### src/rtl/state_polytomsg_masked_decode.sv
// rtl/state_polytomsg_masked_decode.sv - first-order masked Kyber message-bit decoder, 3-cycle pipeline
module state_polytomsg_masked_decode #(
  parameter int KYBER_Q = 3329
) (
  input  logic        clk,
  input  logic        rst,
  input  logic        ce,
  input  logic [15:0] c1,
  input  logic [15:0] c2,
  input  logic [15:0] PRNG_data,
  output logic        data_valid,
  output logic        m1,
  output logic        m2
);

  localparam logic [11:0] Q12 = 12'(KYBER_Q);
  localparam logic [12:0] Q13 = 13'(KYBER_Q);

  // Decision window for round(2v/q) mod 2: v in [q/4, 3q/4] decodes to 1.
  localparam logic [11:0] LO_BOUND = 12'd833;
  localparam logic [11:0] HI_BOUND = 12'd2496;

  // Upper coefficient bits and PRNG_data[14:12] carry no information here.
  logic unused_hi;
  assign unused_hi = ^{c1[15:12], c2[15:12], PRNG_data[14:12]};

  // Inputs are at most 4095 < 2q, so one conditional subtract fully reduces them.
  function automatic logic [11:0] red_q(input logic [11:0] x);
    return (x >= Q12) ? (x - Q12) : x;
  endfunction

  // Stage 1: reduced shares, reduced refresh mask r, Boolean mask bit
  logic [11:0] a_q, a_d, b_q, b_d, r_q, r_d;
  logic        mb1_q, mb1_d, v1_q, v1_d;
  // Stage 2: refreshed arithmetic shares
  logic [11:0] s1_q, s1_d, s2_q, s2_d;
  logic        mb2_q, mb2_d, v2_q, v2_d;
  // Stage 3: Boolean output shares
  logic        m1_q, m1_d, m2_q, m2_d, v3_q, v3_d;

  logic [12:0] sum_ar, sum_br, sum_s;
  logic [11:0] s1_new, s2_new, v_mod;
  logic        d_bit;

  // Stage 1: capture reduced inputs whenever ce is sampled high
  always_comb begin
    a_d   = a_q;
    b_d   = b_q;
    r_d   = r_q;
    mb1_d = mb1_q;
    v1_d  = ce;
    if (ce) begin
      a_d   = red_q(c1[11:0]);
      b_d   = red_q(c2[11:0]);
      r_d   = red_q(PRNG_data[11:0]);
      mb1_d = PRNG_data[15];
    end
  end

  // Stage 2: re-randomise the sharing: s1 = a + r, s2 = b - r (mod q)
  always_comb begin
    sum_ar = {1'b0, a_q} + {1'b0, r_q};
    sum_br = {1'b0, b_q} + Q13 - {1'b0, r_q};
    s1_new = (sum_ar >= Q13) ? 12'(sum_ar - Q13) : sum_ar[11:0];
    s2_new = (sum_br >= Q13) ? 12'(sum_br - Q13) : sum_br[11:0];
    s1_d   = s1_q;
    s2_d   = s2_q;
    mb2_d  = mb2_q;
    v2_d   = v1_q;
    if (v1_q) begin
      s1_d  = s1_new;
      s2_d  = s2_new;
      mb2_d = mb1_q;
    end
  end

  // Stage 3: unmask into v only combinationally, then re-mask the decision bit with mb
  always_comb begin
    sum_s = {1'b0, s1_q} + {1'b0, s2_q};
    v_mod = (sum_s >= Q13) ? 12'(sum_s - Q13) : sum_s[11:0];
    d_bit = (v_mod >= LO_BOUND) && (v_mod <= HI_BOUND);
    m1_d  = m1_q;
    m2_d  = m2_q;
    v3_d  = v2_q;
    if (v2_q) begin
      m1_d = mb2_q;
      m2_d = d_bit ^ mb2_q;
    end
  end

  // Pipeline registers; reset drops every in-flight coefficient
  always_ff @(posedge clk) begin
    if (rst) begin
      a_q   <= '0;
      b_q   <= '0;
      r_q   <= '0;
      mb1_q <= 1'b0;
      v1_q  <= 1'b0;
      s1_q  <= '0;
      s2_q  <= '0;
      mb2_q <= 1'b0;
      v2_q  <= 1'b0;
      m1_q  <= 1'b0;
      m2_q  <= 1'b0;
      v3_q  <= 1'b0;
    end else begin
      a_q   <= a_d;
      b_q   <= b_d;
      r_q   <= r_d;
      mb1_q <= mb1_d;
      v1_q  <= v1_d;
      s1_q  <= s1_d;
      s2_q  <= s2_d;
      mb2_q <= mb2_d;
      v2_q  <= v2_d;
      m1_q  <= m1_d;
      m2_q  <= m2_d;
      v3_q  <= v3_d;
    end
  end

  assign data_valid = v3_q;
  assign m1         = m1_q;
  assign m2         = m2_q;

endmodule

### config.mk
export PLATFORM = sky130hd
export DESIGN_NAME = state_polytomsg_masked_decode
export DESIGN_NICKNAME = d
export VERILOG_FILES = /design/src/rtl/state_polytomsg_masked_decode.sv
export SDC_FILE = /design/constraint.sdc
export NUM_CORES = 1
export LEC_CHECK = 0
export CORE_ASPECT_RATIO = 0.9
export CORE_UTILIZATION = 25
export CTS_CLUSTER_DIAMETER = 100
export CTS_CLUSTER_SIZE = 10
export DETAILED_ROUTE_END_ITERATION = 7
export GPL_TIMING_DRIVEN = 0
export HOLD_SLACK_MARGIN = 0.03
export SETUP_SLACK_MARGIN = 0.4
export SLEW_MARGIN = 20
export SYNTH_ARGS = -nofsm -noshare
export SYNTH_HDL_FRONTEND = slang
export SYNTH_SLANG_ARGS = --single-unit
### constraint.sdc
create_clock -name clk -period 5.6 [get_ports clk]
set_input_delay 0.84 -clock clk [delete_from_list [all_inputs] [get_ports clk]]
set_output_delay 0.84 -clock clk [all_outputs]
set_load 0.01 [all_outputs]
==> flow_summary.json <==
{
  "timing.final.max_slew_violations": 0,
  "setup_repair_after_global_routing_missed_its_margin": "false",
  "worst_setup_path_end_kind": "flip-flop",
  "ctsHtreeMaxLevel": 3,
  "total_number_of_vias": 5333,
  "core-area_sq_um": 22700,
  "post_cts_resize_count": 0,
  "fin_crit_sh_pct": 83.1,
  "worst_r2r_startpoint": "b_q[1]",
  "place.detailed.hpwl_mm": 12.1,
  "grt_max_degree": 13,
  "grt_pass1_wl_mm": 25.0,
  "worst_slew_pin_slew_ns": 0.879,
  "worst-r2r-setup-slack_ns": 0.95,
  "ys_dominant_reg_cell": "sky130_fd_sc_hd__dfxtp_1",
  "floorplan.initialDensity_pct": 25.8,
  "core.rowCount": 52,
  "drt-vias-per-instance": 4.85,
  "crit_path_start_kind": "flip-flop",
  "finalCoreUtilization_pct": 30.5,
  "insertedDiodeCount": 0,
  "ys_warn_count": 0,
  "numCtsBuffers": 9,
  "seq_area_frac_synth_pct": 22.9,
  "cts.repair_timing.setup_buffer_count": 0,
  "r2r-end": "s2_q[10]",
  "netlist_cell_types": 73,
  "synth_area_sq_um": 5860,
  "result_of_the_run": "complete, no violations",
  "timing.final.hold_violations": 0,
  "power_leakage_nw": 2.71,
  "ratio_of_cells_with_drive_above_1_in_the_final_layout_pct": 5.36,
  "synth_enable_flop_cells": 0,
  "syn_nets": 859,
  "clk_root_buffer_cell": "sky130_fd_sc_hd__clkbuf_16",
  "reg2reg_depth": 18,
  "hold_end": "b_q[10]",
  "layout_min_cycle_time_ns": 4.65,
  "holdCritStartpoint": "b_q[10]",
  "hold_path.class": "reg -> reg",
  "max_slew_margin_pct": 41.4,
  "report.final.setup_viol": 0,
  "path_clk_slew_ns": 0.06,
  "first_global_vias": 5010,
  "insertion_delay_ns": 0.33,
  "ir_drop_mv": 0.162,
  "first_iter_violations": 240,
  "postRouteWirelength_mm": 14.8,
  "finalNetCount": 910,
  "die_w_microns": 163,
  "gpl.final_weighted_congestion": 0.901,
  "globalRouteOverflowTotal": 0,
  "async_set_or_reset_register_ratio_after_synthesis_pct": 0,
  "grt_antenna_before_repair": 0,
  "timing.fmax_mhz": 215,
  "flow.area_growth_from_synthesis_pct": 18.2,
  "cts.path.max_buffers": 2,
  "worst_clock_skew_ns": 0.00613,
  "numClockSinks": 67,
  "synth_area_per_cell_sq_um": 7.85,
  "timing.setup.critical_path_class": "reg -> reg",
  "portBuffers": 40,
  "synth_instances": 746,
  "die_area_sq_um": 24000,
  "detailedRoute.firstPassIterationCount": 5,
  "hold_ws_ns": 0.476,
  "setup-tns-final_ns": 0,
  "drt.antenna.violating_nets": 0,
  "fp.dieH_microns": 147,
  "fill_cells": 2406,
  "cts_tree": "done",
  "worst_hold_path.num_cells": 2,
  "drv_cap": 0,
  "ios": 54,
  "worst-endpoint-arrival_ns": 4.90,
  "pwr_density_cell_nw_per_um2": 266,
  "cp_max_fo": 10,
  "worst_ep_required_time_ns": 5.85,
  "ys_seq_elements": 67,
  "global_route.usage.total_pct": 12.9,
  "drc": 0,
  "cts_hold_buf": 0,
  "drt-wirelength-per-cell_microns": 13.5
}
==> power breakdown <==
part	leakage [nW]	switching (mW)	internal [mW]
Combinational	2.02	0.441	0.303
Clock	0.141	0.211	0.342
Sequential	0.553	0.0309	0.516
==> worst max path at each step <==
stage / to / depth (start not counted) / slack [ns] / startpoint
after floorplan: m2 / 13 / 1.72 / s1_q[0]
after global placement: s2_q[10] / 18 / 1.04 / b_q[1]
after detailed placement: s2_q[10] / 18 / 1.00 / b_q[1]
after CTS: s2_q[10] / 18 / 0.96 / b_q[1]
after global routing: s2_q[10] / 18 / 0.56 / b_q[1]
final: s2_q[10] / 18 / 0.95 / b_q[1]
==> cell usage after synthesis (17+ instances only) <==
cell type	number	area (sq um)
sky130_fd_sc_hd__xor2_1	25	219
sky130_fd_sc_hd__a21oi_1	38	190
sky130_fd_sc_hd__dfxtp_1	67	1340
sky130_fd_sc_hd__a211oi_1	31	233
sky130_fd_sc_hd__clkbuf_1	26	97.6
sky130_fd_sc_hd__nand2_1	43	161
sky130_fd_sc_hd__or3_1	18	113
sky130_fd_sc_hd__nor2_1	88	330
sky130_fd_sc_hd__o21ai_0	25	125
sky130_fd_sc_hd__xnor2_1	39	342
sky130_fd_sc_hd__a311oi_1	17	149
sky130_fd_sc_hd__inv_1	61	229
sky130_fd_sc_hd__ha_1	59	738
sky130_fd_sc_hd__nand3_1	20	100
==> kinds of logic (layout without fill, tap and decap cells) <==
family | Yosys count | after routing | share of synthesized area, %
flops | 67 | 67 | 22.9
compound gates | 196 | 196 | 24.0
buf+inv | 90 | 146 | 5.83
mux | 15 | 15 | 2.61
fa+ha+maj | 62 | 62 | 13.6
simple gates | 252 | 252 | 21.5
xor+xnor | 64 | 64 | 9.57
==> metrics by stage <==
step	total power [mW]	setup WS, ns	instance area, sq um	cells
after CTS	1.85	0.961	6920	1099
after floorplan	1.11	1.72	5860	746
after detailed placement	1.29	1.00	6630	1083
after global placement	1.28	1.04	6630	1083
after global routing	1.98	0.558	6920	1099
final	1.84	0.948	6920	1099
==> layer usage <==
metal / GRT usage, % / wire length, microns
met1: 18.2 / 7560
met2: 20.1 / 6470
met3: 1.78 / 513
met4: 4.35 / 258
met5: 0 / 0
==> sequential cells by signal, indices dropped and copies added, names as in the netlist, 12 cells and up <==
name	cells
s1_q	12
r_q	12
b_q	12
s2_q	12
a_q	12
==> worst max-delay path, cell delays in order, from the launching register on <==
cell and delay (ns):
sky130_fd_sc_hd__dfxtp_1 0.35, sky130_fd_sc_hd__inv_1 0.07, sky130_fd_sc_hd__ha_1 0.27, sky130_fd_sc_hd__inv_1 0.04, sky130_fd_sc_hd__ha_1 0.22, sky130_fd_sc_hd__fa_1 0.41, sky130_fd_sc_hd__a21o_1 0.17, sky130_fd_sc_hd__a21oi_1 0.21
sky130_fd_sc_hd__o21bai_1 0.09, sky130_fd_sc_hd__a21oi_1 0.23, sky130_fd_sc_hd__xnor2_1 0.15, sky130_fd_sc_hd__or4_1 0.56, sky130_fd_sc_hd__nor2_1 0.13, sky130_fd_sc_hd__o21ai_0 0.09, sky130_fd_sc_hd__a31oi_1 0.33, sky130_fd_sc_hd__clkbuf_1 0.33
sky130_fd_sc_hd__clkbuf_1 0.37, sky130_fd_sc_hd__o21ai_0 0.29, sky130_fd_sc_hd__a211oi_1 0.27
==> cell usage in the layout, fill, tap and decap left out, drive strengths merged, types with 20 or more instances in the layout <==
cell	Yosys	routed
a211oi	33	33
a21oi	38	38
clkbuf	26	35
clkdlybuf4s50	0	40
dfxtp	67	67
ha	59	59
inv	61	61
nand2	43	43
nand3	20	20
nor2	88	88
o21ai	27	27
xnor2	39	39
xor2	25	25
==> area by class of cell <==
class	count	area, sq um	share of cell area (%)
multi-input combinational	589	4180	60.3
sequential	67	1340	19.4
timing repair buffer	40	400	5.78
tap	297	372	5.37
inverter	61	229	3.31
clock buffer	9	225	3.25
buffer	29	113	1.63
clock inverter	7	68.8	0.994
Note: power is estimated with default switching activity, not from simulation.
